===== src/rtl/fan_pkg.sv =====
// Shared constants and helpers for the fan off-timer: one-hot OFF code,
// BCD digit limits, preset durations and the parameter legality check.
package fan_pkg;

  localparam logic [31:0] OFF_ONEHOT = 32'h0000_0001;
  localparam logic [3:0]  BCD_MAX_9  = 4'd9;
  localparam logic [3:0]  BCD_MAX_5  = 4'd5;

  // Preset k lasts (2k-1)*step_min minutes, returned as two BCD digits.
  function automatic logic [7:0] preset_minutes(input int k, input int step_min);
    int m;
    m = (2 * k - 1) * step_min;
    return {4'(m / 10), 4'(m % 10)};
  endfunction

  function automatic bit params_ok(input int num_presets, input int step_min,
                                   input int tick_div, input int warn_sec);
    return (num_presets >= 1) && (step_min >= 1) &&
           ((2 * num_presets - 1) * step_min <= 99) &&
           (tick_div >= 2) && (warn_sec >= 1) && (warn_sec <= 59);
  endfunction

endpackage


===== src/rtl/bcd_down_digit.sv =====
// One BCD down-counting digit with synchronous load; borrow flags a
// decrement through zero so the next-higher digit can follow.
module bcd_down_digit
  import fan_pkg::*;
#(
  parameter logic [3:0] MAX = BCD_MAX_9
) (
  input  logic       clk,
  input  logic       reset_n,
  input  logic       load,
  input  logic [3:0] load_val,
  input  logic       dec,
  output logic [3:0] digit,
  output logic       borrow
);

  logic [3:0] digit_d, digit_q;

  // Load wins over decrement; decrementing zero wraps to MAX and borrows.
  always_comb begin
    digit_d = digit_q;
    if (load) begin
      digit_d = load_val;
    end else if (dec) begin
      if (digit_q == 4'd0) begin
        digit_d = MAX;
      end else begin
        digit_d = digit_q - 4'd1;
      end
    end else begin
      digit_d = digit_q;
    end
  end

  // Digit register.
  always_ff @(posedge clk or negedge reset_n) begin
    if (!reset_n) begin
      digit_q <= 4'd0;
    end else begin
      digit_q <= digit_d;
    end
  end

  assign digit  = digit_q;
  assign borrow = dec & (digit_q == 4'd0);

endmodule


===== src/rtl/fan_off_timer.sv =====
// Fan off-timer: button cycles OFF/presets, BCD mm:ss countdown from a 1 s tick.
// Optional warning output enabled by defining FAN_TIMER_WARN_EN.
module fan_off_timer
  import fan_pkg::*;
#(
  parameter int NUM_PRESETS = 3,
  parameter int STEP_MIN    = 1,
  parameter int TICK_DIV    = 100_000_000,
  parameter int WARN_SEC    = 10
) (
  input  logic                   clk,
  input  logic                   reset_n,
  input  logic                   btn_pulse,
  input  logic                   run_e,
  input  logic                   hold,
  output logic [NUM_PRESETS:0]   state,
  output logic [15:0]            cur_time,
  output logic                   active,
  output logic                   timeout_pulse,
  output logic                   warn
);

  localparam int SW = NUM_PRESETS + 1;
  localparam int PW = $clog2(TICK_DIV);
  localparam logic [SW-1:0] OFF_STATE = OFF_ONEHOT[SW-1:0];

  if (!params_ok(NUM_PRESETS, STEP_MIN, TICK_DIV, WARN_SEC)) begin : g_bad_params
    $error("fan_off_timer: illegal parameter set");
  end

  logic [SW-1:0] state_d, state_q, rot_s;
  logic [PW-1:0] presc_d, presc_q;
  logic          pulse_d, pulse_q;
  logic          active_s, tick_s, expire_s;
  logic          load_s, dec_s;
  logic [15:0]   load_time_s, preset_time_s;
  logic [3:0]    sec1_s, sec10_s, min1_s, min10_s;
  logic          sec1_borrow_s, sec10_borrow_s, min1_borrow_s, min10_borrow_unused_s;

  assign active_s = (state_q != OFF_STATE);
  assign tick_s   = active_s && !hold && (presc_q == PW'(TICK_DIV - 1));
  assign expire_s = tick_s && ({min10_s, min1_s, sec10_s, sec1_s} == 16'h0001);
  assign rot_s    = {state_q[SW-2:0], state_q[SW-1]};

  // Duration loaded when the button moves into the next preset.
  always_comb begin
    preset_time_s = 16'h0000;
    for (int k = 1; k <= NUM_PRESETS; k++) begin
      preset_time_s = rot_s[k] ? {preset_minutes(k, STEP_MIN), 8'h00} : preset_time_s;
    end
  end

  // Control in priority order: disable, expiry, button, hold, counting.
  always_comb begin
    state_d     = state_q;
    presc_d     = presc_q;
    pulse_d     = 1'b0;
    load_s      = 1'b0;
    load_time_s = 16'h0000;
    dec_s       = 1'b0;
    if (!run_e) begin
      state_d = OFF_STATE;
      presc_d = '0;
      load_s  = 1'b1;
    end else if (expire_s) begin
      state_d = OFF_STATE;
      presc_d = '0;
      load_s  = 1'b1;
      pulse_d = 1'b1;
    end else if (btn_pulse) begin
      state_d     = rot_s;
      presc_d     = '0;
      load_s      = 1'b1;
      load_time_s = preset_time_s;
    end else if (hold) begin
      presc_d = presc_q;
    end else if (active_s) begin
      if (tick_s) begin
        presc_d = '0;
        dec_s   = 1'b1;
      end else begin
        presc_d = presc_q + PW'(1);
      end
    end else begin
      presc_d = '0;
    end
  end

  // State, prescaler and timeout pulse registers.
  always_ff @(posedge clk or negedge reset_n) begin
    if (!reset_n) begin
      state_q <= OFF_STATE;
      presc_q <= '0;
      pulse_q <= 1'b0;
    end else begin
      state_q <= state_d;
      presc_q <= presc_d;
      pulse_q <= pulse_d;
    end
  end

  bcd_down_digit #(.MAX(BCD_MAX_9)) u_sec1 (
    .clk(clk), .reset_n(reset_n), .load(load_s), .load_val(load_time_s[3:0]),
    .dec(dec_s), .digit(sec1_s), .borrow(sec1_borrow_s)
  );
  bcd_down_digit #(.MAX(BCD_MAX_5)) u_sec10 (
    .clk(clk), .reset_n(reset_n), .load(load_s), .load_val(load_time_s[7:4]),
    .dec(sec1_borrow_s), .digit(sec10_s), .borrow(sec10_borrow_s)
  );
  bcd_down_digit #(.MAX(BCD_MAX_9)) u_min1 (
    .clk(clk), .reset_n(reset_n), .load(load_s), .load_val(load_time_s[11:8]),
    .dec(sec10_borrow_s), .digit(min1_s), .borrow(min1_borrow_s)
  );
  bcd_down_digit #(.MAX(BCD_MAX_9)) u_min10 (
    .clk(clk), .reset_n(reset_n), .load(load_s), .load_val(load_time_s[15:12]),
    .dec(min1_borrow_s), .digit(min10_s), .borrow(min10_borrow_unused_s)
  );

`ifdef FAN_TIMER_WARN_EN
  logic [7:0] sec_bin_s;
  logic       warn_d, warn_q;

  // Warn tracks the value cur_time takes on this edge; any load is >= 1 min.
  always_comb begin
    sec_bin_s = 8'(sec10_s) * 8'd10 + 8'(sec1_s);
    warn_d    = warn_q;
    if (load_s) begin
      warn_d = 1'b0;
    end else if (dec_s) begin
      warn_d = (min10_s == 4'd0) && (min1_s == 4'd0) && (sec_bin_s <= 8'(WARN_SEC + 1));
    end else begin
      warn_d = warn_q;
    end
  end

  // Warning register.
  always_ff @(posedge clk or negedge reset_n) begin
    if (!reset_n) begin
      warn_q <= 1'b0;
    end else begin
      warn_q <= warn_d;
    end
  end

  assign warn = warn_q;
`else
  assign warn = 1'b0;
`endif

  assign state         = state_q;
  assign cur_time      = {min10_s, min1_s, sec10_s, sec1_s};
  assign active        = active_s;
  assign timeout_pulse = pulse_q;

endmodule

===== config.mk =====
export PLATFORM = sky130hd
export DESIGN_NAME = fan_off_timer
export DESIGN_NICKNAME = d
export VERILOG_FILES = /design/src/rtl/fan_pkg.sv /design/src/rtl/bcd_down_digit.sv /design/src/rtl/fan_off_timer.sv
export SDC_FILE = /design/constraint.sdc
export NUM_CORES = 1
export LEC_CHECK = 0
export CAP_MARGIN = 10
export CORE_MARGIN = 3
export CORE_UTILIZATION = 50
export DETAILED_ROUTE_END_ITERATION = 10
export PLACE_DENSITY = 0.67
export SETUP_SLACK_MARGIN = 0.4
export SYNTH_ARGS = -nofsm -noshare
export SYNTH_HDL_FRONTEND = slang
export SYNTH_HIERARCHICAL = 1
export SYNTH_SLANG_ARGS = --single-unit

===== constraint.sdc =====
create_clock -name clk -period 9.3 [get_ports clk]
set_input_delay 0.93 -clock clk [delete_from_list [all_inputs] [get_ports clk]]
set_output_delay 0.93 -clock clk [all_outputs]
set_load 0.02 [all_outputs]

# Word-level counts from Yosys, hierarchy flattened
# Index checks and enable logic that the tools add are counted.
# Widths: inputs -> output; s select.
# op_classes
add_sub_neg	5
eq_ne	5
n_mux	38
n_bitwise	3
n_reduce_logical	12
# ops
cell	count
$mux 27	6
$mux 4	15
$mux 11	4
$add 27x1->27 const B	1
$eq 27x27->1 const B	1
$eq 16x1->1 const B	1
$logic_not 4->1	4
$sub 4x1->4 const B	4
$mux 1	11
$mux 10	1
$mux 9	1
$reduce_bool 2->1	4
$ne 4x1->1 const B	1
$ne 4x3->1 const B	1
$and 1x1->1	3
$logic_and 1x1->1	3
$ne 3x2->1 const B	1
$logic_not 1->1	1
# word_totals
register_bits	48
in_bits	5

# Longest topological paths before layout
# Gate-level depths: netlist (run 1).
# depth
word_depth	14
mapped_depth	15
depth_no_buf	15

# Hierarchy
# The synthesis (run 1) kept the hierarchy.
# by_module_without_submodules
mod	instances	cells_each	area_per_inst_um2
fan_off_timer	1	201	1906.8
bcd_down_digit at u_min1 ...	3	22	231.5
bcd_down_digit at u_sec10	1	21	201.4

# Worst setup path before layout (run 1)
# Ideal clock, no wire load.
# synth_path
path_kind	input-to-reg
startpoint	input port btn_pulse
endpoint	register u_min10.digit_q[2], in the netlist u_min10/digit[2]
setup_time_ps	154
arrival_ps	4119
path_slack_ps	5027
stages	12
n_path_buf	1
cell_sequence	nor3b_1 > clkbuf_1 > and3_1 > nor4b_4 > nor2b_1 > or4b_1 > nor2_1 > nor4b_4 > nor2b_1 > nor3b_2 > mux2i_1 > o21ai_0
# synth_via
elab_chain_len	7
elab_cells_between_ends	11
# synth_lines
element	line	text
start, declared	fan_off_timer.sv:13	input logic btn_pulse,
$mux 1	fan_off_timer.sv:70	end else if (btn_pulse) begin
$mux 1	fan_off_timer.sv:65	end else if (expire_s) begin
$mux 1	fan_off_timer.sv:61	if (!run_e) begin
named net dec_s	fan_off_timer.sv:35	logic load_s, dec_s;
$and 1x1->1	bcd_down_digit.sv:45	assign borrow = dec & (digit_q == 4'd0);
named net sec1_borrow_s	fan_off_timer.sv:38	logic sec1_borrow_s, sec10_borrow_s, min1_borrow_s, min10_borrow_unused_s;
$and 1x1->1	bcd_down_digit.sv:45	
named net sec10_borrow_s	fan_off_timer.sv:38	
$and 1x1->1	bcd_down_digit.sv:45	
named net min1_borrow_s	fan_off_timer.sv:38	
$reduce_bool 2->1 (no line)	-	
end signal, assigned	bcd_down_digit.sv:40	digit_q <= digit_d;
end, declared	bcd_down_digit.sv:17	logic [3:0] digit_d, digit_q;
# The timed path passes the listed nets, and every way through them passes these cells.
# A chain may end at the register's enable or synchronous reset.

# Worst setup path in the final report (run 1)
# layout_path
startpoint	input port hold
endpoint	register u_min10.digit_q[2], in the netlist u_min10/digit[2]
# layout_via
elab_chain_len	13
elab_cells_between_ends	17
# layout_lines
element	line	text
start, declared	fan_off_timer.sv:15	input logic hold,
$logic_not 1->1	fan_off_timer.sv:41	assign tick_s = active_s && !hold && (presc_q == PW'(TICK_DIV - 1));
$logic_and 1x1->1 (2 in series)	fan_off_timer.sv:41	
$mux 1	fan_off_timer.sv:78	if (tick_s) begin
$mux 1	fan_off_timer.sv:77	end else if (active_s) begin
$mux 1	fan_off_timer.sv:75	end else if (hold) begin
$mux 1	fan_off_timer.sv:70	
$mux 1 *	fan_off_timer.sv:65	
$mux 1 *	fan_off_timer.sv:61	
named net dec_s	fan_off_timer.sv:35	
$and 1x1->1 *	bcd_down_digit.sv:45	
named net sec1_borrow_s	fan_off_timer.sv:38	
$and 1x1->1 *	bcd_down_digit.sv:45	
named net sec10_borrow_s	fan_off_timer.sv:38	
$and 1x1->1 *	bcd_down_digit.sv:45	
named net min1_borrow_s	fan_off_timer.sv:38	
$reduce_bool 2->1 (no line) *	-	
# Mark *: on every way through the listed nets, which the timed path passes. The rest lies on a longest branch.

==> results by group, run 1 <==
Outcome
  • Status: completed

Clock tree
  • Root Buffer: clkbuf_8
  • CTS Buffer Depth: 2
  • Cts repair resizes: 0
  • H-tree depth: 2
  • Clock Sinks: 48
  • Setup bufs post-CTS: 0
  • Clk Latency, worst-skew pair: 290 ps
  • TritonCTS clock tree: built
  • Cts hold-fix bufs: 0
  • Worst-path clk slew: 90 ps
  • Num CTS Buffers: 5

Setup path
  • Type of origin of the critical path: input pin
  • Data arrival, critical path: 4960 ps
  • Slowest cell on the critical path: or4b_1
  • Crit end category: flip-flop
  • Crit-path cells: clkdlybuf4s50_1 -> nor4_1 -> nand3_1 -> nor4_1 -> and3_1 -> nor4b_4 -> nor2b_1 -> or4b_1 -> nor2_1 -> nor4b_4 -> nor2b_1 -> nor3b_2 -> mux2i_1 -> o21ai_0
  • CP delay by family, top: simple AND/OR/NAND/NOR gates
  • R2r setup slk: 4830 ps
  • Crit-path max FO: 4
  • Crit path buffers/inverters: 1
  • CP Class: input pin to flip-flop
  • CP peak stage delay: 500 ps
  • Worst EP required: 9440 ps

Power
  • Peak VDD IR: 0.08143 mV
  • Pwr Density: 127.3 mW/mm2
  • P_leak: 0.001222 uW

Yosys
  • Post-synthesis cell area: 0.002796 mm2
  • Syn_area_per_cell: 9.744 um2
  • YS warnings: 6
  • Synthesized instance count: 287

Place
  • Routability Congestion: 0.8101
  • Post-DP HPWL: 3.900 mm
  • Place WS: 4199 ps
  • Buffers on Ports: 26

Cells and area
  • Multi-input gate area: 0.001563 mm2
  • Antenna Diode Count: 0
  • Fill count: 484
  • Post-layout util: 61.25%
  • # nets final: 331
  • Syn-to-layout area delta: 15.44%
  • Layout cells sized above 1: 11.04%
  • Sequential cell area: 0.001202 mm2

Global route
  • Total gr overflow: 0
  • First-pass GRT wire length: 9.301 mm
  • Initial antenna violation count: 0
  • Largest net degree at the start of global routing: 49
  • Vias in the first global route: 1892
  • GRT Overall Usage: 18.27%

Timing
  • Relative slew margins: 38.86%
  • Min Tclk post-route: 4814 ps
  • Final Hold Viols: 0
  • Max Fclk: 207.7 MHz
  • Setup TNS: 0 ps
  • RSZ-0062 raised after global routing: false
  • Hold Worst Slack: 528.7 ps
  • Final setup fails: 0
  • Worst-margin pin slew: 917.2 ps
  • Max-slew violation count: 0
  • Setup ws final: 4486 ps
  • Final period util: 51.77%
  • Clock skew: 6.987 ps

Floorplan
  • Die Width: 80.79 um
  • Boundary Pins: 28
  • Die area: 0.006526 mm2
  • Row count: 26
  • Core area: 0.005270 mm2
  • Vert. Die Dim: 80.79 um
  • Initial core utilization: 53.06%

Drt
  • Drt wl/cell: 14.16 um
  • Residual DRC: 0
  • Initial DRC Count: 108
  • Drt pass-1 iters: 4
  • Vias: 2108
  • Final WL: 5.606 mm
  • Antenna Nets Post-Route: 0
  • Vias per Instance: 5.323

Hold path
  • Hold Path Class: flip-flop to flip-flop

Flow run
  • MaxCap Viol Count: 0
[metal layers]
layer / part of all wire, % / GRT usage (%) / wire [um] / vias up
met5: 0 / 0 / 0 / -
met4: 0.48 / 4.561 / 27 / 0
met2: 44 / 26.99 / 2463 / 25
met1: 53 / 27.65 / 2980 / 985
li1: - / - / - / 1096
met3: 2.4 / 3.326 / 135 / 2
[layout make-up]
class                   count  share of cell area (%)
repair buffers             28                   8.372
well taps                  70                   2.713
inverters                   4                  0.4651
flip-flops and latches     48                   37.25
clock buffers               8                   2.791
multi-input cells         238                   48.41
[registers in the layout, summed over array words and instances, names as in the netlist]
register	flops
state	4
timeout_pulse	1
u_min10/digit	4
u_sec1/digit	4
u_sec10/digit	4
u_min1/digit	4
presc_q	27
[stage by stage]
stage          instances  instance area (um2)  power (uW)
4_1_cts              396                 3228       416.0
6_report             396                 3228       410.9
3_3_place_gp         388                 3138       287.9
3_5_place_dp         388                 3138       288.7
2_1_floorplan        300                 2845       262.2
5_1_grt              396                 3228       430.7
[cells in the final DEF (no fill, tap or decap), types with 2 or more instances in the layout]
cell             count
conb_1              14
clkbuf_1             2
xnor2_1             15
nor2_2              10
nor4b_1              4
clkdlybuf4s50_1     25
o21ai_0             13
nand2_1             29
nor3_1               4
o31ai_1              2
o21ai_1              6
a31oi_1              3
nor2_1              19
nor4b_2              2
and2b_1              3
inv_1                4
and3_1               4
nand4b_1             2
mux2i_1              7
xor2_1              11
clkbuf_8             6
a21oi_1             10
nor4b_4              3
nand3b_1             3
dfrtp_1             47
buf_4                2
nand3_1             18
nand2b_1             5
and4_1               4
or2_2                2
nor2b_1              8
nor3b_2              4
nand4_1             12
nor4_1               7
[where the power goes]
part	internal (uW)	total [uW]	switching, uW	leakage (uW)
logic	24.3	56.1	31.8	0.000541
clock network	60.8	127	66.4	0.0000455
registers	215	228	12.2	0.000636
total	301	411	110	0.00122
[path summary, 6_finish.rpt]
path                       startpoint               end  cells past startpoint
setup / recovery                 hold  u_min10/digit[2]                     14
hold / removal             presc_q[6]        presc_q[6]                      1
setup reg to reg           presc_q[0]  u_min10/digit[2]                     15
hold reg to reg            presc_q[6]        presc_q[6]                      1
max in group asynchronous     reset_n       presc_q[16]                      2
min in group asynchronous     reset_n        presc_q[3]                      2
No activity file was read; power rests on OpenSTA's default activity.
==> run 2: changes to the inputs <==
--- a/config.mk
+++ b/config.mk
@@ -9,7 +9,7 @@
 export CORE_MARGIN = 3
 export CORE_UTILIZATION = 50
 export DETAILED_ROUTE_END_ITERATION = 10
-export PLACE_DENSITY = 0.67
+export PLACE_DENSITY = 0.7
 export SETUP_SLACK_MARGIN = 0.4
 export SYNTH_ARGS = -nofsm -noshare
 export SYNTH_HDL_FRONTEND = slang
==> constraint.sdc (replaced) <==
create_clock -name clk -period 4 [get_ports clk]
set_input_delay 0.4 -clock clk [delete_from_list [all_inputs] [get_ports clk]]
set_output_delay 0.4 -clock clk [all_outputs]
set_load 0.02 [all_outputs]
==> run 2 against run 1 <==
Effect of this change:
- clock power rose to 2.9 times the previous value
- critical path type unchanged
- combinational power rose by 140%
- wire length rose by 4.6%
- largest power group unchanged
- via count rose by 6.2%
- sequential cell count did not move
- critical endpoint is now u_min10/digit[3]
- critical path depth rose by 1
- register-to-register slack got worse by 4400 ps
==> results by group, run 2 (same netlist as run 1, synthesis figures left out) <==
Outcome
  • Status: completed

Clock tree
  • Root Buffer: clkbuf_8
  • Clock Sinks: 48
  • Clk Latency, worst-skew pair: 310 ps
  • TritonCTS clock tree: built
  • Num CTS Buffers: 5
  • H-tree depth: 2
  • Worst-path clk slew: 100 ps
  • CTS Buffer Depth: 2
  • Cts hold-fix bufs: 0

Drt
  • Antenna Nets Post-Route: 0
  • Drt wl/cell: 14.17 um
  • Vias: 2238
  • Vias per Instance: 5.406
  • Initial DRC Count: 109
  • Final WL: 5.865 mm
  • Residual DRC: 0
  • Drt pass-1 iters: 4

Flow run
  • MaxCap Viol Count: 0

Cells and area
  • # nets final: 349
  • Biggest register: presc_q
  • Commonest non-fill, non-tap cell in the layout: dfrtp_1
  • Post-layout util: 65.91%
  • Syn-to-layout area delta: 24.21%
  • Layout cells sized above 1: 20.06%
  • Max FFs per register: 27
  • Most frequent cells in the layout: dfrtp_1 (47), nand2_1 (29), clkdlybuf4s50_1 (25), buf_4 (19), nor2_1 (18)
  • Antenna Diode Count: 0
  • Final Cell Area: 0.003473 mm2

Timing
  • Max-slew violation count: 0
  • Final period util: 89.94%
  • Max Fclk: 278.0 MHz
  • Clock skew: 7.516 ps
  • Worst-margin pin slew: 940.7 ps
  • Final Hold Viols: 0
  • RSZ-0062 raised after global routing: true
  • Final setup fails: 0
  • Min Tclk post-route: 3598 ps
  • Relative slew margins: 36.80%

Setup path
  • Worst reg-to-reg path cell count: 16
  • Worst setup path end: u_min10/digit[3]
  • Crit-path cells: clkdlybuf4s50_1 -> nor4_2 -> nand3_1 -> nor4_2 -> and3_4 -> nor4b_4 -> nor2b_2 -> or4b_4 -> nor2_4 -> nor4b_4 -> nor2b_4 -> buf_4 -> nor4b_4 -> xnor2_1 -> o21ai_1
  • R2r setup slk: 410 ps
  • Most used cell, CP: nor4b_4
  • CP peak stage delay: 490 ps
  • CP Class: input pin to flip-flop
  • Worst R2R Start: presc_q[0]
  • Type of origin of the critical path: input pin
  • RR Endpoint: u_min10/digit[3]
  • Crit-path max FO: 3
  • Worst EP required: 4190 ps
  • Data arrival, critical path: 3790 ps
  • Slowest cell on the critical path: or4b_4
  • Crit end category: flip-flop
  • Setup crit start: hold

Global route
  • Initial antenna violation count: 0
  • Largest net degree at the start of global routing: 49
  • Total gr overflow: 0
  • Vias in the first global route: 2128
  • GRT Overall Usage: 19.60%
  • First-pass GRT wire length: 10.08 mm

Floorplan
  • Core area: 0.005270 mm2
  • Die area: 0.006526 mm2
  • Vert. Die Dim: 80.79 um
  • Row count: 26
  • Boundary Pins: 28
  • Initial core utilization: 53.06%
  • Die Width: 80.79 um

Power
  • Peak VDD IR: 0.1666 mV
  • Pwr Density: 299.3 mW/mm2
  • P_leak: 0.001334 uW

Hold path
  • Hold Path Class: input pin to asynchronous set/reset pin

Place
  • Post-DP HPWL: 3.925 mm
  • Area of placed instances: 0.003208 mm2
  • Buffers on Ports: 26
  • Routability Congestion: 0.7741
[run 2: report_power, final]
| part | switching [uW] | total [uW] | internal [uW] |
|---|---|---|---|
| sequential | 30.5 | 531 | 501 |
| combinational | 76.7 | 137 | 60.6 |
| clock | 182 | 371 | 189 |
[run 2: stage by stage]
step           worst slack (ps)  TNS [ps]  hold WS, ps  cells  power [uW]
3_5_place_dp             -57.52    -58.02        520.1    395       674.7
4_1_cts                   352.5         0        205.8    407        1045
2_1_floorplan             401.6         0        104.4    300       610.9
5_1_grt                   138.8         0        235.6    414        1083
3_3_place_gp              63.06         0        503.3    395       672.7
6_report                  402.2         0        178.6    414        1040
[run 2: critical path: cells and delay by family]
| kind | cells | cell delay [ps] |
|---|---|---|
| xor gates and xnor gates | 1 | 150 |
| AOI/OAI and AO/OA | 1 | 80 |
| and+or+nand+nor | 11 | 2600 |
| buffers and inverters | 2 | 560 |
[run 2: repair_timing]
item | in CTS | in global routing
pin swaps | 2 | 5
cloned | 0 | 0
buffers inserted | 4 | 7
resized for setup | 4 | 10
endpoints found under the setup margin | 3 | 5
[run 2: layout make-up]
class,instances,area (um2)
Clock buffer,5,68.82
Clock inverter,3,46.29
Fill cell,474,1797
Inverter,4,15.01
Multi-Input combinational cell,238,1644
Sequential cell,48,1202
Tap cell,70,87.58
Timing Repair Buffer,46,409.1
[run 2: worst min path at each step]
| stage | cells past startpoint | to | startpoint |
|---|---|---|---|
| 2_1_floorplan | 0 | presc_q[0] | reset_n |
| 4_1_cts | 2 | presc_q[7] | reset_n |
| 5_1_grt | 2 | presc_q[11] | reset_n |
| 6_report | 2 | presc_q[8] | reset_n |
| 3_5_place_dp | 2 | presc_q[24] | presc_q[24] |
| 3_3_place_gp | 2 | presc_q[1] | presc_q[1] |
[run 2: per-layer routing]
metal / routed length [um] / track usage [%]
met4: 47 / 4.730
met3: 131 / 3.437
met2: 2648 / 29.55
met5: 0 / 0
met1: 3037 / 29.33
